--- src/rtl/imem_pkg.sv ---
// imem_pkg: shared types and defaults for the instruction fetch controller.
//   state_t          - fetch FSM state encoding (RUN / STALL / FLUSH)
//   OPC_*_DEF        - default decoded operation-type codes for jumps
//   NOP_FILL         - fill bit of the all-NOP (end of program) word
//   BUBBLE_FILL      - fill bit of the word driven to pc_if during a flush
//   ram_lat_ok()     - legal ins_ram latency range check (1..2)
package imem_pkg;

  typedef enum logic [1:0] {
    ST_RUN   = 2'd0,
    ST_STALL = 2'd1,
    ST_FLUSH = 2'd2
  } state_t;

  localparam int unsigned OPC_JMP_DEF = 16;
  localparam int unsigned OPC_JNZ_DEF = 17;
  localparam int unsigned COND_AT_DEF = 3;

  localparam logic NOP_FILL    = 1'b1;
  localparam logic BUBBLE_FILL = 1'b0;

  localparam int unsigned RAM_LAT_MIN = 1;
  localparam int unsigned RAM_LAT_MAX = 2;

  function automatic bit ram_lat_ok(input int unsigned lat);
    return (lat >= RAM_LAT_MIN) && (lat <= RAM_LAT_MAX);
  endfunction

endpackage

--- src/rtl/imem_stall_timer.sv ---
// imem_stall_timer: stall countdown used by the fetch FSM.
//   clk, reset   - clock, synchronous active-high reset
//   i_clr        - force count to zero (highest priority)
//   i_load       - load i_load_val
//   i_dec        - decrement, saturating at zero
//   o_count      - current count
//   o_zero       - count == 0
module imem_stall_timer #(
  parameter int unsigned DLY_W = 4
) (
  input  logic             clk,
  input  logic             reset,
  input  logic             i_clr,
  input  logic             i_load,
  input  logic [DLY_W-1:0] i_load_val,
  input  logic             i_dec,
  output logic [DLY_W-1:0] o_count,
  output logic             o_zero
);

  logic [DLY_W-1:0] r_count;

  always_ff @(posedge clk) begin
    if (reset) begin
      r_count <= '0;
    end else if (i_clr) begin
      r_count <= '0;
    end else if (i_load) begin
      r_count <= i_load_val;
    end else if (i_dec && (r_count != '0)) begin
      r_count <= r_count - 1'b1;
    end
  end

  assign o_count = r_count;
  assign o_zero  = (r_count == '0);

endmodule

--- src/rtl/imem_fetch_ctrl.sv ---
// imem_fetch_ctrl: fetch controller between pc_if and ins_ram.
//   clk, reset                       - clock, synchronous active-high reset
//   t_cs                             - core chip-select; low holds all state
//   ipt_pcif_en_b, ipt_pcif_addr     - fetch request from pc_if
//   opt_iram_en_b, opt_iram_addr     - registered request to ins_ram
//   ipt_iram_dat                     - ins_ram read data
//   opt_pcif_dat                     - pipelined word, bubble while flushing
//   opt_pcif_lockrq                  - hold pc_if
//   opt_pcif_jmp_sel/_addr           - redirect strobe and target
//   ipt_dec_*                        - decoder op type, stall and jump request
//   ipt_alu_jmp_sel                  - JNZ condition
//   ipt_alu_done                     - ALU completion, aborts a stall
module imem_fetch_ctrl
  import imem_pkg::*;
#(
  parameter int unsigned ADDR_W  = 10,
  parameter int unsigned INS_W   = 32,
  parameter int unsigned DST_W   = 10,
  parameter int unsigned OPR_W   = 5,
  parameter int unsigned DLY_W   = 4,
  parameter int unsigned RAM_LAT = 1,
  parameter logic [OPR_W-1:0] OPC_JMP = OPR_W'(OPC_JMP_DEF),
  parameter logic [OPR_W-1:0] OPC_JNZ = OPR_W'(OPC_JNZ_DEF),
  parameter logic [DLY_W-1:0] COND_AT = DLY_W'(COND_AT_DEF),
  parameter logic [INS_W-1:0] NOP_WORD    = {INS_W{NOP_FILL}},
  parameter logic [INS_W-1:0] BUBBLE_WORD = {INS_W{BUBBLE_FILL}}
) (
  input  logic              clk,
  input  logic              reset,
  input  logic              t_cs,
  input  logic              ipt_pcif_en_b,
  input  logic [ADDR_W-1:0] ipt_pcif_addr,
  output logic              opt_iram_en_b,
  output logic [ADDR_W-1:0] opt_iram_addr,
  input  logic [INS_W-1:0]  ipt_iram_dat,
  output logic [INS_W-1:0]  opt_pcif_dat,
  output logic              opt_pcif_lockrq,
  output logic              opt_pcif_jmp_sel,
  output logic [DST_W-1:0]  opt_pcif_jmp_addr,
  input  logic [OPR_W-1:0]  ipt_dec_opr_typ,
  input  logic [DLY_W-1:0]  ipt_dec_delay,
  input  logic              ipt_dec_delay_sel,
  input  logic              ipt_dec_jmp_sel,
  input  logic [DST_W-1:0]  ipt_dec_jmp_addr,
  input  logic              ipt_alu_jmp_sel,
  input  logic              ipt_alu_done
);

  if (!ram_lat_ok(RAM_LAT)) begin : g_bad_ram_lat
    $error("imem_fetch_ctrl: RAM_LAT must be 1 or 2");
  end

  // Fetch request registers
  logic              r_en_b;
  logic [ADDR_W-1:0] r_addr;

  always_ff @(posedge clk) begin
    if (reset) begin
      r_en_b <= 1'b1;
      r_addr <= '0;
    end else if (t_cs) begin
      r_en_b <= ipt_pcif_en_b;
      r_addr <= ipt_pcif_addr;
    end
  end

  assign opt_iram_en_b = r_en_b;
  assign opt_iram_addr = r_addr;

  // Instruction data pipeline, one stage per cycle of RAM latency
  logic [INS_W-1:0] r_dat [RAM_LAT];

  always_ff @(posedge clk) begin
    if (reset) begin
      for (int unsigned i = 0; i < RAM_LAT; i++) begin
        r_dat[i] <= '0;
      end
    end else if (t_cs) begin
      r_dat[0] <= ipt_iram_dat;
      for (int unsigned i = 1; i < RAM_LAT; i++) begin
        r_dat[i] <= r_dat[i-1];
      end
    end
  end

  // Jump request registers
  logic             r_jmp_sel;
  logic [DST_W-1:0] r_jmp_addr;

  always_ff @(posedge clk) begin
    if (reset) begin
      r_jmp_sel  <= 1'b0;
      r_jmp_addr <= '0;
    end else if (t_cs) begin
      r_jmp_sel  <= ipt_dec_jmp_sel;
      r_jmp_addr <= ipt_dec_jmp_addr;
    end
  end

  assign opt_pcif_jmp_addr = r_jmp_addr;

  // Stall timer and its control
  state_t           r_state;
  logic [1:0]       r_flush_cnt;
  logic [DLY_W-1:0] w_timer;
  logic             w_tmr_zero;
  logic             w_tmr_last;
  logic             w_take;
  logic             w_load;
  logic             w_clr;
  logic             w_dec;

  always_comb begin
    w_take = 1'b0;
    if (r_state == ST_STALL) begin
      if ((ipt_dec_opr_typ == OPC_JMP) && (w_timer == ipt_dec_delay) && r_jmp_sel) begin
        w_take = 1'b1;
      end else if ((ipt_dec_opr_typ == OPC_JNZ) && (w_timer == COND_AT) && ipt_alu_jmp_sel) begin
        w_take = 1'b1;
      end
    end
  end

  // Timer control mirrors the FSM priority: alu_done, t_cs hold, take, load, decrement
  assign w_clr  = ipt_alu_done | (t_cs & w_take);
  assign w_load = ~ipt_alu_done & t_cs & ~w_take & ipt_dec_delay_sel & (ipt_dec_delay != '0);
  assign w_dec  = ~ipt_alu_done & t_cs & ~w_take & ~w_load & (r_state == ST_STALL);

  imem_stall_timer #(
    .DLY_W (DLY_W)
  ) u_timer (
    .clk        (clk),
    .reset      (reset),
    .i_clr      (w_clr),
    .i_load     (w_load),
    .i_load_val (ipt_dec_delay),
    .i_dec      (w_dec),
    .o_count    (w_timer),
    .o_zero     (w_tmr_zero)
  );

  // The decrement that reaches zero (or a saturated zero) ends the stall
  assign w_tmr_last = w_tmr_zero | (w_timer == DLY_W'(1));

  always_ff @(posedge clk) begin
    if (reset) begin
      r_state     <= ST_RUN;
      r_flush_cnt <= '0;
    end else if (ipt_alu_done) begin
      r_state     <= ST_RUN;
      r_flush_cnt <= '0;
    end else if (t_cs) begin
      if (w_take) begin
        r_state     <= ST_FLUSH;
        r_flush_cnt <= 2'(RAM_LAT);
      end else if (w_load) begin
        r_state <= ST_STALL;
      end else begin
        case (r_state)
          ST_STALL: begin
            if (w_tmr_last) begin
              r_state <= ST_RUN;
            end
          end
          ST_FLUSH: begin
            // Counter starts at RAM_LAT, so leaving on the 1->0 step gives RAM_LAT flush cycles
            r_flush_cnt <= r_flush_cnt - 1'b1;
            if (r_flush_cnt <= 2'd1) begin
              r_state <= ST_RUN;
            end
          end
          default: r_state <= ST_RUN;
        endcase
      end
    end
  end

  assign opt_pcif_jmp_sel = w_take;
  assign opt_pcif_lockrq  = (ipt_iram_dat == NOP_WORD) ? 1'b1 : (r_state != ST_RUN);
  assign opt_pcif_dat     = (r_state == ST_FLUSH) ? BUBBLE_WORD : r_dat[RAM_LAT-1];

endmodule

--- config.mk ---
export PLATFORM = sky130hd
export DESIGN_NAME = imem_fetch_ctrl
export DESIGN_NICKNAME = d
export VERILOG_FILES = /design/src/rtl/imem_pkg.sv /design/src/rtl/imem_stall_timer.sv /design/src/rtl/imem_fetch_ctrl.sv
export SDC_FILE = /design/constraint.sdc
export NUM_CORES = 1
export LEC_CHECK = 0
export ABC_CLOCK_PERIOD_IN_PS = 3100
export CORE_AREA = 3 3 89 82
export CTS_CLUSTER_DIAMETER = 120
export CTS_CLUSTER_SIZE = 14
export DETAILED_ROUTE_END_ITERATION = 6
export DIE_AREA = 0 0 92 85
export MAX_ROUTING_LAYER = met4
export PLACE_DENSITY = 0.81
export SETUP_SLACK_MARGIN = 0.4
export SLEW_MARGIN = 40
export SYNTH_ARGS = -nofsm -noshare
export SYNTH_HDL_FRONTEND = slang
export SYNTH_HIERARCHICAL = 1
export SYNTH_SLANG_ARGS = --single-unit
--- constraint.sdc ---
create_clock -name clk -period 3.1 [get_ports clk]
set_input_delay 0.62 -clock clk [delete_from_list [all_inputs] [get_ports clk]]
set_output_delay 0.62 -clock clk [all_outputs]
set_load 0.01 [all_outputs]
# Word-level counts from Yosys, hierarchy flattened
# Memory sizes are Yosys's and may differ from the RTL's.
# Cells that the tools add are included.
# totals
regBits,30
latch_bits,0
ramBits,32
mem_bits_ro,0
in_bits,69
output_inout_bits,55
elab_cells,72
memories,1
# classes
add_sub_neg,2
multipliers,0
div_mod_pow,0
n_lt_le_gt_ge,1
n_eq_ne,11
shifts,0
mux,22
bitwise,12
reduce_logical,16
# mem_list
memory,depth,width,rd,rd_ports_with_merged_regs,write_ports,line_no,text
r_dat,1,32,1,0,1,imem_fetch_ctrl.sv:71,logic [INS_W-1:0] r_dat [RAM_LAT];
# op_table
operator,count
$mux 32,2
$eq 32x32->1 const B,1
$reduce_or 32->1,1
$mux 2,7
$eq 5x5->1 const B,2
$mux 1,10
$mux 4,2
$ne 4x4->1 const B,2
$reduce_bool 4->1,2
$and 1x1->1,7
$reduce_and 3->1,2
$reduce_bool 2->1,3
$logic_and 1x1->1,5
$eq 4x1->1 const B,1
$eq 4x2->1 const B,1
$eq 4x4->1,1
$logic_not 4->1,1
$pmux 2 s2,1
$reduce_or 2->1,2
$sub 4x1->4 const B,1
$not 1->1,3
$eq 2x1->1 const B,1
$eq 2x2->1 const B,1
$le 2x1->1 const B,1
3 further kinds,4

# Logic depth before layout (Yosys ltp)
# Gate-level depths: netlist of run 1.
# depth
word_depth,16
mapped_depth,7
mapped_depth_nobuf,7

# Cells and area by module
# Netlist of run 1, hierarchy kept.
# by_module_without_submodules
module,instances,cells_each,area_each_um2,seq_area_each_um2
imem_fetch_ctrl,1,238,2677.6,1481.4
imem_stall_timer,1,31,256.5,80.1

# Worst setup path after synthesis of run 1
# OpenSTA, ideal clock, no wires.
# synth_path
kind,in2reg
from,input t_cs
to,memory r_dat[0][0] (enable)
setup_ns,0.390
arrival_time_ns,1.862
slack_ns,0.847
stages,3
n_path_buf,2
cell_sequence,buf_2 -> buf_2 -> or2_1
# synth_via
elab_chain_len,5
# synth_lines
element,line_no,text
"start, declared",imem_fetch_ctrl.sv:30,"input logic t_cs,"
$mux 1 (*),imem_fetch_ctrl.sv:78,end else if (t_cs) begin
$mux 1 (*),imem_fetch_ctrl.sv:74,if (reset) begin
$mux 1 (implied by the code) (*),imem_fetch_ctrl.sv:79,r_dat[0] <= ipt_iram_dat;
$reduce_or 32->1 (no source line),n/a,
$mux 1 (no source line) (*),n/a,
"end, declared",imem_fetch_ctrl.sv:71,
# Every way passes the cells marked *; elsewhere a longest branch is shown, timed or not.

# Worst setup path after layout of run 1
# layout_path
from,input ipt_dec_delay[1]
to,output opt_pcif_jmp_sel
# layout_via
elab_chain_len,5
# layout_lines
element,line_no,text
"start, declared",imem_fetch_ctrl.sv:41,"input logic [DLY_W-1:0] ipt_dec_delay,"
$eq 4x4->1,imem_fetch_ctrl.sv:116,if ((ipt_dec_opr_typ == OPC_JMP) && (w_timer == ipt_dec_delay) && r_jmp_sel) begin
$logic_and 1x1->1 (2 in series),imem_fetch_ctrl.sv:116,
$mux 1,imem_fetch_ctrl.sv:116,
$mux 1,imem_fetch_ctrl.sv:115,if (r_state == ST_STALL) begin
"end, declared",imem_fetch_ctrl.sv:38,"output logic opt_pcif_jmp_sel,"
# Every way passes these cells.

==> results of run 1 <==
## layout make-up
| class | instances | area [um2] | share of cell area, % |
|---|---|---|---|
| Sequential cell | 62 | 1560 | 35.0 |
| Multi-Input combinational cell | 187 | 1310 | 29.4 |
| Timing Repair Buffer | 127 | 1250 | 28.1 |
| Clock buffer | 11 | 141 | 3.17 |
| Tap cell | 90 | 113 | 2.52 |
| Clock inverter | 5 | 50.0 | 1.12 |
| Inverter | 8 | 31.3 | 0.701 |
## layer usage
metal	track usage, %	part of all wire [%]	up-vias
met5	-	0	-
met4	6.88	1.7	0
met3	3.99	6.4	12
met2	29.2	46	100
met1	25.2	46	1116
li1	-	-	1199
## cell families (layout without fill, tap and decap cells)
| family | Yosys count | after routing | share of synthesized area, % |
|---|---|---|---|
| adders and majority gates | 2 | 2 | 0.853 |
| muxes | 23 | 23 | 7.85 |
| and+or+nand+nor | 133 | 133 | 27.0 |
| DFF | 62 | 62 | 53.2 |
| AOI/OAI and AO/OA | 25 | 25 | 6.61 |
| buffers and inverters | 20 | 151 | 2.98 |
| xor gates and xnor gates | 4 | 4 | 1.45 |
## power by group through the flow
stage,clock [mW],combinational (mW),sequential [mW]
floorplan,0,0.124,0.956
CTS,0.701,0.349,0.935
detailed placement,0,0.346,0.953
global placement,0,0.340,0.950
global route,0.746,0.372,0.940
finish,0.683,0.346,0.934
## cells in the final DEF (no fill, tap or decap), types with 2 or more instances in the layout
cell type        instances
clkdlybuf4s50_1        121
and2_1                  64
edfxtp_1                32
dfxtp_1                 30
nor2_1                  27
mux2i_1                 23
nand4_1                 10
clkbuf_8                10
inv_1                    7
nand3_1                  6
a21oi_1                  5
clkinv_2                 5
nand2_1                  4
nor2b_1                  4
buf_4                    4
xor2_1                   3
o21ai_0                  3
nor4b_2                  2
o21ai_1                  2
nand3b_1                 2
ha_1                     2
## worst max-delay path by stage
stage                      from                to  slack [ns]  depth (start not counted)
2_1_floorplan              t_cs       r_dat[0][0]        0.85                          3
3_3_place_gp    ipt_iram_dat[3]   opt_pcif_lockrq        0.06                          5
3_5_place_dp    ipt_iram_dat[2]   opt_pcif_lockrq       -0.01                          5
4_1_cts         ipt_iram_dat[5]   opt_pcif_lockrq        0.42                          5
5_1_grt         ipt_iram_dat[2]   opt_pcif_lockrq        0.45                          5
6_report       ipt_dec_delay[1]  opt_pcif_jmp_sel        0.48                          6
## what timing repair did
item,CTS,global route
resized for setup,5,3
pin swaps,1,2
setup endpoints to repair,2,1
## sequential cells by signal (all words and copies together) (netlist names)
| register | cells |
|---|---|
| r_state | 2 |
| u_timer/o_count | 4 |
| r_flush_cnt | 2 |
| opt_iram_addr | 10 |
| r_dat | 32 |
| opt_iram_en_b | 1 |
| r_jmp_sel | 1 |
| opt_pcif_jmp_addr | 10 |
## stage by stage
stage	setup TNS, ns	hold slack [ns]
after floorplan	0	0.453
after global placement	0	0.458
after detailed placement	-0.0117	0.462
after CTS	0	0.496
after global routing	0	0.530
final	0	0.488
## critical path, cell delays in order
cell and delay (ns):
clkdlybuf4s50_1 0.48, xor2_1 0.18, nor3_1 0.21, nand3_1 0.10, a21oi_1 0.13, dlygate4sd2_1 0.28
==> impl_metrics.tcl, run 1 <==
set metrics [dict create \
    r2r-end "u_timer/o_count[0]" \
    die_y_um 85 \
    avgSynthCellArea_um2 10.9 \
    worstPathRequired_ns 2.48 \
    total_power_mw 1.96 \
    post-place-ws_ns -0.0117 \
    wl_per_cell_um 14.5 \
    clk_pin_slew_ns 0.06 \
    yosys_warnings 6 \
    clk_latency_ns 0.32 \
    report.final.setup_viol 0 \
    synth.most_common_cell "and2_1" \
    hold_class "reg -> reg" \
    areaGrowthSynthToFinish_pct 52.2 \
    post-route-period-util_pct 84.4 \
    maxSlewViolCount 0 \
    global_route.usage.total_pct 19.1 \
    slew_headroom_pct 71.0 \
    hpwl_mm 5.28 \
    synth_cells 269 \
    cts_hold_buf 0 \
    min_period_ns 2.62 \
    grt_max_degree 34 \
    drt_iter0_markers 113 \
    worstPathMaxFanout 3 \
    cts_tree "yes" \
    ys_seq_area_share_pct 53.2 \
    yosys-top-cells-count "64 x and2_1, 32 x edfxtp_1, 30 x dfxtp_1" \
    r2r-start "u_timer/o_count[2]" \
    die_area_um2 7820 \
    vias 2427 \
    antenna_found_initial 0 \
    p_leak_nw 1.74 \
    cts.root.buffer_cell "clkbuf_8" \
    fin_nets 466 \
    io_buffer_count 123 \
    p_switching_mw 0.445 \
    ys_async_sr_fraction_pct 0 \
    min_path_cells 2 \
    routed_wl_mm 7.10 \
    vdd_drop_max_mv 0.265 \
    via_per_inst 4.95 \
    rsz0062_at_grt "no" \
    synth_area_leaders "edfxtp_1 33%, dfxtp_1 20%, and2_1 14%" \
    io_pins 124 \
    postCtsSetupBuffers 0 \
    ys.flop_type "edfxtp_1" \
    crit_arrival_ns 2.00 \
    numClockSinks 62 \
    grt_pass1_wl_mm 11.6 \
    p_seq_share_pct 47.6 \
    place_area_um2 4250 \
    hp-start "opt_iram_addr[1]" \
    drcViolationCount 0 \
    min_to "opt_iram_addr[1]" \
    gp_congestion 0.783 \
    drtPass1Iterations 4 \
    rows 28 \
    clockBufferDepth 2 \
    finalHoldViolations 0 \
    end_kind "output port" \
    power_frac_comb_pct 17.6 \
    outcome "completed" \
    design_area_um2 4460 \
    coreArea_um2 6520 \
    ys_seq_elements 62 \
    switching_share_pct 22.6 \
    antennaDiodeCount 0 \
    fmax_mhz 382 \
    gr-total-overflow 0 \
    synth_top_area_share_pct 32.8 \
    crit_path_start_kind "input pin" \
    criticalPathCategory "in -> out" \
    r2r_setup_slack_ns 1.06 \
    grt_pass1_vias 2507 \
    fillCellCount 514 \
    tightest_slew_ns 0.436 \
    synth.net_count 340 \
    placedCellCount 474 \
    die_x_um 92 \
    final_core_util_pct 68.5 \
    finClkSkew_ns 0.00290 \
    cts_buffers 9 \
    htreeDepth 3 \
    reg2regPathDepth 7 \
    yosysUniqueCellTypes 51 \
    p_clk_share_pct 34.8 \
    antenna_left 0 \
    synth_top_area_cell "edfxtp_1" \
    start_util_pct 45.0 \
    synth-edff-count 32 \
    intPower_mw 1.52 \
    maxCapViolations 0 \
    fin_ws_ns 0.482 \
    drive_gt1_share_pct 8.75 \
    power_density_nw_per_um2 440 \
    synth_area_um2 2930 \
    fin_cells 490 \
]
(Power assumes the default switching activity.)
==> inputs of run 2 (changes only) <==
- ABC_CLOCK_PERIOD_IN_PS: 3100 -> 2500
- CORE_AREA: 3 3 89 82 -> 3 3 92 85
- DIE_AREA: 0 0 92 85 -> 0 0 95 88
- PLACE_DENSITY: 0.81 -> 0.76
- clock period: 3.1 -> 2.5 ns (I/O delays scaled with it)
==> run 2 against run 1 <==
Against the previous run: combinational power increased by 19%; clock-buffer cell count decreased by 2; die area increased by 6.9%; design area increased by 4.4%; wire length increased by 8.6%; via count increased by 4.2%; core utilization decreased by 1.9 points; hold slack got worse by 0.0074 ns; register-to-register slack got worse by 0.53 ns; critical endpoint unchanged.
==> impl_metrics.tcl, run 2 (synthesized netlist as in run 1, its figures left out) <==
set metrics [dict create \
    outcome "completed" \
    cts_hold_buf 0 \
    final_core_util_pct 66.6 \
    finalHoldViolations 0 \
    coreArea_um2 7000 \
    fin_cells 517 \
    hold_class "in -> reg" \
    rows 29 \
    design_area_um2 4660 \
    crit_arrival_ns 1.55 \
    clk_latency_ns 0.32 \
    start_util_pct 41.9 \
    finClkSkew_ns 0.00562 \
    maxSlewViolCount 0 \
    cts_buffers 9 \
    tightest_slew_ns 0.754 \
    drt_iter0_markers 83 \
    numClockSinks 62 \
    die_x_um 95 \
    areaGrowthSynthToFinish_pct 58.9 \
    die_area_um2 8360 \
    hold_ws_ns 0.481 \
    cts.root.buffer_cell "clkbuf_8" \
    die_y_um 88 \
    vdd_drop_max_mv 0.375 \
    clk_pin_slew_ns 0.07 \
    report.final.setup_viol 0 \
    wl_per_cell_um 14.9 \
    via_per_inst 4.89 \
    regMostFlops "r_dat" \
    p_leak_nw 2.03 \
    grt_pass1_wl_mm 12.3 \
    grt_pass1_vias 2514 \
    power_density_nw_per_um2 542 \
    antennaDiodeCount 0 \
    drcViolationCount 0 \
    post-place-ws_ns -0.416 \
    io_pins 124 \
    hpwl_mm 5.41 \
    maxCapViolations 0 \
    gr-total-overflow 0 \
    cts_tree "yes" \
    grt_max_degree 33 \
    worstPathRequired_ns 2.00 \
    slew_headroom_pct 49.7 \
    place_area_um2 4350 \
    most-common-layout-cells "64 x and2_1, 64 x clkdlybuf4s50_1, 37 x dlygate4sd2_1" \
    routed_wl_mm 7.71 \
    fmax_mhz 488 \
    io_buffer_count 123 \
    min_period_ns 2.05 \
    worstPathMaxFanout 2 \
    end_kind "output port" \
    tns_ns 0 \
    antenna_left 0 \
    drive_gt1_share_pct 19.3 \
    gp_congestion 0.788 \
    clockBufferDepth 2 \
    total_power_mw 2.53 \
    htreeDepth 3 \
    drtPass1Iterations 4 \
    vias 2528 \
    post-route-period-util_pct 82.0 \
    largest_reg_flops 32 \
    criticalPathCategory "in -> out" \
    crit_path_start_kind "input pin" \
    antenna_found_initial 0 \
    rsz0062_at_grt "yes" \
    fin_ws_ns 0.451 \
    fin_nets 490 \
    placedCellCount 490 \
    global_route.usage.total_pct 19.7 \
]
==> run 2: cell count changes in the layout (fill, tap and decap cells not counted), sizes merged <==
cell	previous run	this run
buf	4	28
bufinv	1	2
clkbuf	12	20
clkdlybuf4s50	121	64
clkinvlp	0	1
dlygate4sd2	1	37
dlymetal6s2s	0	8
nand2b	2	5
==> run 2: power breakdown <==
| part | switching (mW) | internal (mW) | leakage (nW) |
|---|---|---|---|
| sequential | 0.0215 | 1.14 | 0.592 |
| combinational | 0.171 | 0.240 | 1.32 |
| clock | 0.396 | 0.564 | 0.109 |
| total | 0.588 | 1.94 | 2.03 |
==> run 2: worst max-delay path: stages <==
cell,delay [ns]
clkdlybuf4s50_1,0.47
nor4b_4,0.21
nand2_1,0.11
a21oi_1,0.11
buf_2,0.15
==> run 2: routing by layer <==
metal,global-route usage [%],vias up,routed length (um)
met5,-,-,0
met4,5.50,0,29
met3,5.67,4,646
met2,31.5,91,3660
met1,24.3,1177,3380
li1,-,1256,-
==> run 2: worst paths after layout <==
kind,from,end,slack (ns),cells after the start
worst max-delay path,ipt_dec_opr_typ[4],opt_pcif_jmp_sel,0.45,5
worst min register to register,opt_iram_en_b,opt_iram_en_b,0.49,2
worst min-delay path,ipt_iram_dat[1],r_dat[0][1],0.48,2
worst max register to register,u_timer/o_count[2],u_timer/o_count[0],0.53,7
==> run 2: final cells by class <==
| type | count | area [um2] |
|---|---|---|
| Clock buffer | 9 | 124 |
| Clock inverter | 7 | 98.8 |
| Fill cell | 585 | 2340 |
| Inverter | 8 | 31.3 |
| Multi-Input combinational cell | 190 | 1400 |
| Sequential cell | 62 | 1570 |
| Tap cell | 93 | 116 |
| Timing Repair Buffer | 148 | 1320 |
==> run 2: timing repair <==
action | in CTS | in global routing
pin swaps | 15 | 7
gates resized for setup | 79 | 32
setup buffers | 3 | 5
endpoints found under the setup margin | 37 | 26
cloned | 3 | 0
==> inputs of run 3 (changes only) <==
- ABC_CLOCK_PERIOD_IN_PS: 2500 -> 1700
- CORE_AREA: 3 3 92 85 -> 3 3 96 89
- DIE_AREA: 0 0 95 88 -> 0 0 99 92
- PLACE_DENSITY: 0.76 -> 0.73
- clock period: 2.5 -> 1.7 ns (I/O delays scaled with it)
==> run 3 against run 2 <==
Against the previous run: the run now ends with negative setup slack left; clock-buffer cell count grew 1; design area grew 17%; global-route usage grew 1.2 points; critical endpoint is now u_timer/o_count[2]; largest cell class is now buffers.
==> impl_metrics.tcl, run 3 (synthesized netlist as in run 1, its figures left out) <==
set metrics [dict create \
    maxCapViolations 0 \
    gp_congestion 0.821 \
    cts_tree "yes" \
    p_seq_share_pct 45.9 \
    slew_headroom_pct 75.9 \
    min_path_cells 2 \
    switching_share_pct 24.4 \
    die_area_um2 9110 \
    post-place-ws_ns -0.710 \
    rows 30 \
    p_leak_nw 2.50 \
    r2r-end "u_timer/o_count[2]" \
    die_y_um 92 \
    worstPathRequired_ns 1.92 \
    criticalPathCategory "reg -> reg" \
    numClockSinks 62 \
    coreArea_um2 7540 \
    drt_iter0_markers 124 \
    hp-start "ipt_iram_dat[8]" \
    hold_ws_ns 0.281 \
    worstPathMaxFanout 5 \
    drcViolationCount 0 \
    wl_per_cell_um 16.9 \
    power_frac_comb_pct 20.7 \
    reg2regPathDepth 8 \
    finClkSkew_ns 0.00926 \
    cts.root.buffer_cell "clkbuf_8" \
    post-route-period-util_pct 109 \
    vias 2796 \
    antenna_left 0 \
    clockBufferDepth 2 \
    start_util_pct 38.9 \
    antenna_found_initial 0 \
    crit_path_start_kind "flip-flop" \
    hpwl_mm 5.65 \
    violations "negative setup slack" \
    cts_buffers 9 \
    drive_gt1_share_pct 46.7 \
    intPower_mw 2.81 \
    total_power_mw 3.72 \
    global_route.usage.total_pct 20.8 \
    antennaDiodeCount 0 \
    min_period_ns 1.85 \
    design_area_um2 5470 \
    gr-total-overflow 0 \
    fillCellCount 539 \
    r2r_setup_slack_ns -0.15 \
    min_to "r_dat[0][8]" \
    r2r-start "u_timer/o_count[2]" \
    routed_wl_mm 9.61 \
    fmax_mhz 541 \
    finalHoldViolations 0 \
    grt_max_degree 33 \
    die_x_um 99 \
    maxSlewViolCount 0 \
    regMostFlops "r_dat" \
    clk_latency_ns 0.33 \
    most-common-layout-cells "64 x buf_6, 34 x buf_4, 33 x and2_1" \
    io_pins 124 \
    outcome "finished with violations" \
    fin_cells 569 \
    fin_nets 539 \
    p_clk_share_pct 33.4 \
    report.final.setup_viol 18 \
    end_kind "flip-flop" \
    grt_pass1_wl_mm 14.5 \
    io_buffer_count 123 \
    place_area_um2 4560 \
    areaGrowthSynthToFinish_pct 86.4 \
    grt_pass1_vias 2912 \
    clk_pin_slew_ns 0.07 \
    crit_arrival_ns 2.07 \
    tightest_slew_ns 0.361 \
    htreeDepth 3 \
    p_switching_mw 0.908 \
    vdd_drop_max_mv 0.446 \
    tns_ns -1.20 \
    fin_ws_ns -0.149 \
    placedCellCount 510 \
    final_common_cell "buf_6" \
    final_core_util_pct 72.5 \
    via_per_inst 4.91 \
    drtPass1Iterations 4 \
    rsz0062_at_grt "yes" \
    largest_reg_flops 32 \
    power_density_nw_per_um2 681 \
    hold_class "in -> reg" \
]
==> run 3: changes by cell type in the layout (fill, tap and decap cells not counted), moves of 4 or more <==
cell	delta
buf_6	+64
clkdlybuf4s50_1	-39
and2_1	-31
and2_4	+31
dlygate4sd2_1	-25
clkdlybuf4s15_1	+14
buf_4	+9
dlymetal6s2s_1	+8
clkbuf_2	+7
buf_12	+6
dfxtp_1	-4
or2_4	+4
==> run 3: worst max path at each step <==
stage,depth (start not counted),endpoint,slack (ns),from
floorplan,6,u_timer/o_count[3],0.1,ipt_dec_delay[3]
global placement,6,opt_pcif_lockrq,-0.73,ipt_iram_dat[3]
detailed placement,6,opt_pcif_lockrq,-0.71,ipt_iram_dat[2]
CTS,5,opt_pcif_lockrq,-0.14,ipt_iram_dat[20]
global route,8,u_timer/o_count[3],-0.25,ipt_dec_delay[3]
finish,8,u_timer/o_count[2],-0.15,u_timer/o_count[2]
==> run 3: power groups by stage <==
stage / clock network [mW] / registers, mW / logic, mW
floorplan: 0 / 1.74 / 0.235
global placement: 0 / 1.73 / 0.670
detailed placement: 0 / 1.73 / 0.677
CTS: 1.27 / 1.70 / 0.687
global route: 1.35 / 1.72 / 0.821
finish: 1.24 / 1.71 / 0.771
==> run 3: cell type report <==
cell class | count | area (um2) | share of cell area [%]
well taps | 96 | 120 | 2.20
repair buffers | 193 | 1930 | 35.3
clock inverters | 6 | 61.3 | 1.12
inverters | 8 | 33.8 | 0.618
multi-input cells | 194 | 1620 | 29.6
clock buffers | 10 | 128 | 2.33
flip-flops and latches | 62 | 1580 | 28.8
==> run 3: per-layer routing <==
metal,track usage [%],up-vias,share of wire [%]
li1,-,1348,-
met4,7.62,0,0.99
met2,34.5,108,52
met5,-,-,0
met1,24.7,1330,40
met3,5.02,10,6.7
==> run 3: repair_timing <==
item | 4_1_cts | 5_1_grt
pin swaps | 47 | 31
hold buffers | 0 | 0
gates resized for setup | 278 | 115
gates cloned | 8 | 0
setup endpoints to repair | 141 | 61
setup buffers | 29 | 6
==> run 3: critical path, cell delays in order, from the launching register on <==
cell and delay (ns):
dfxtp_4 0.35, buf_6 0.12, xnor2_4 0.14, or3b_4 0.42, o22ai_4 0.23, nor2_4 0.08, and4b_2 0.22, a21oi_2 0.10
a21oi_1 0.07
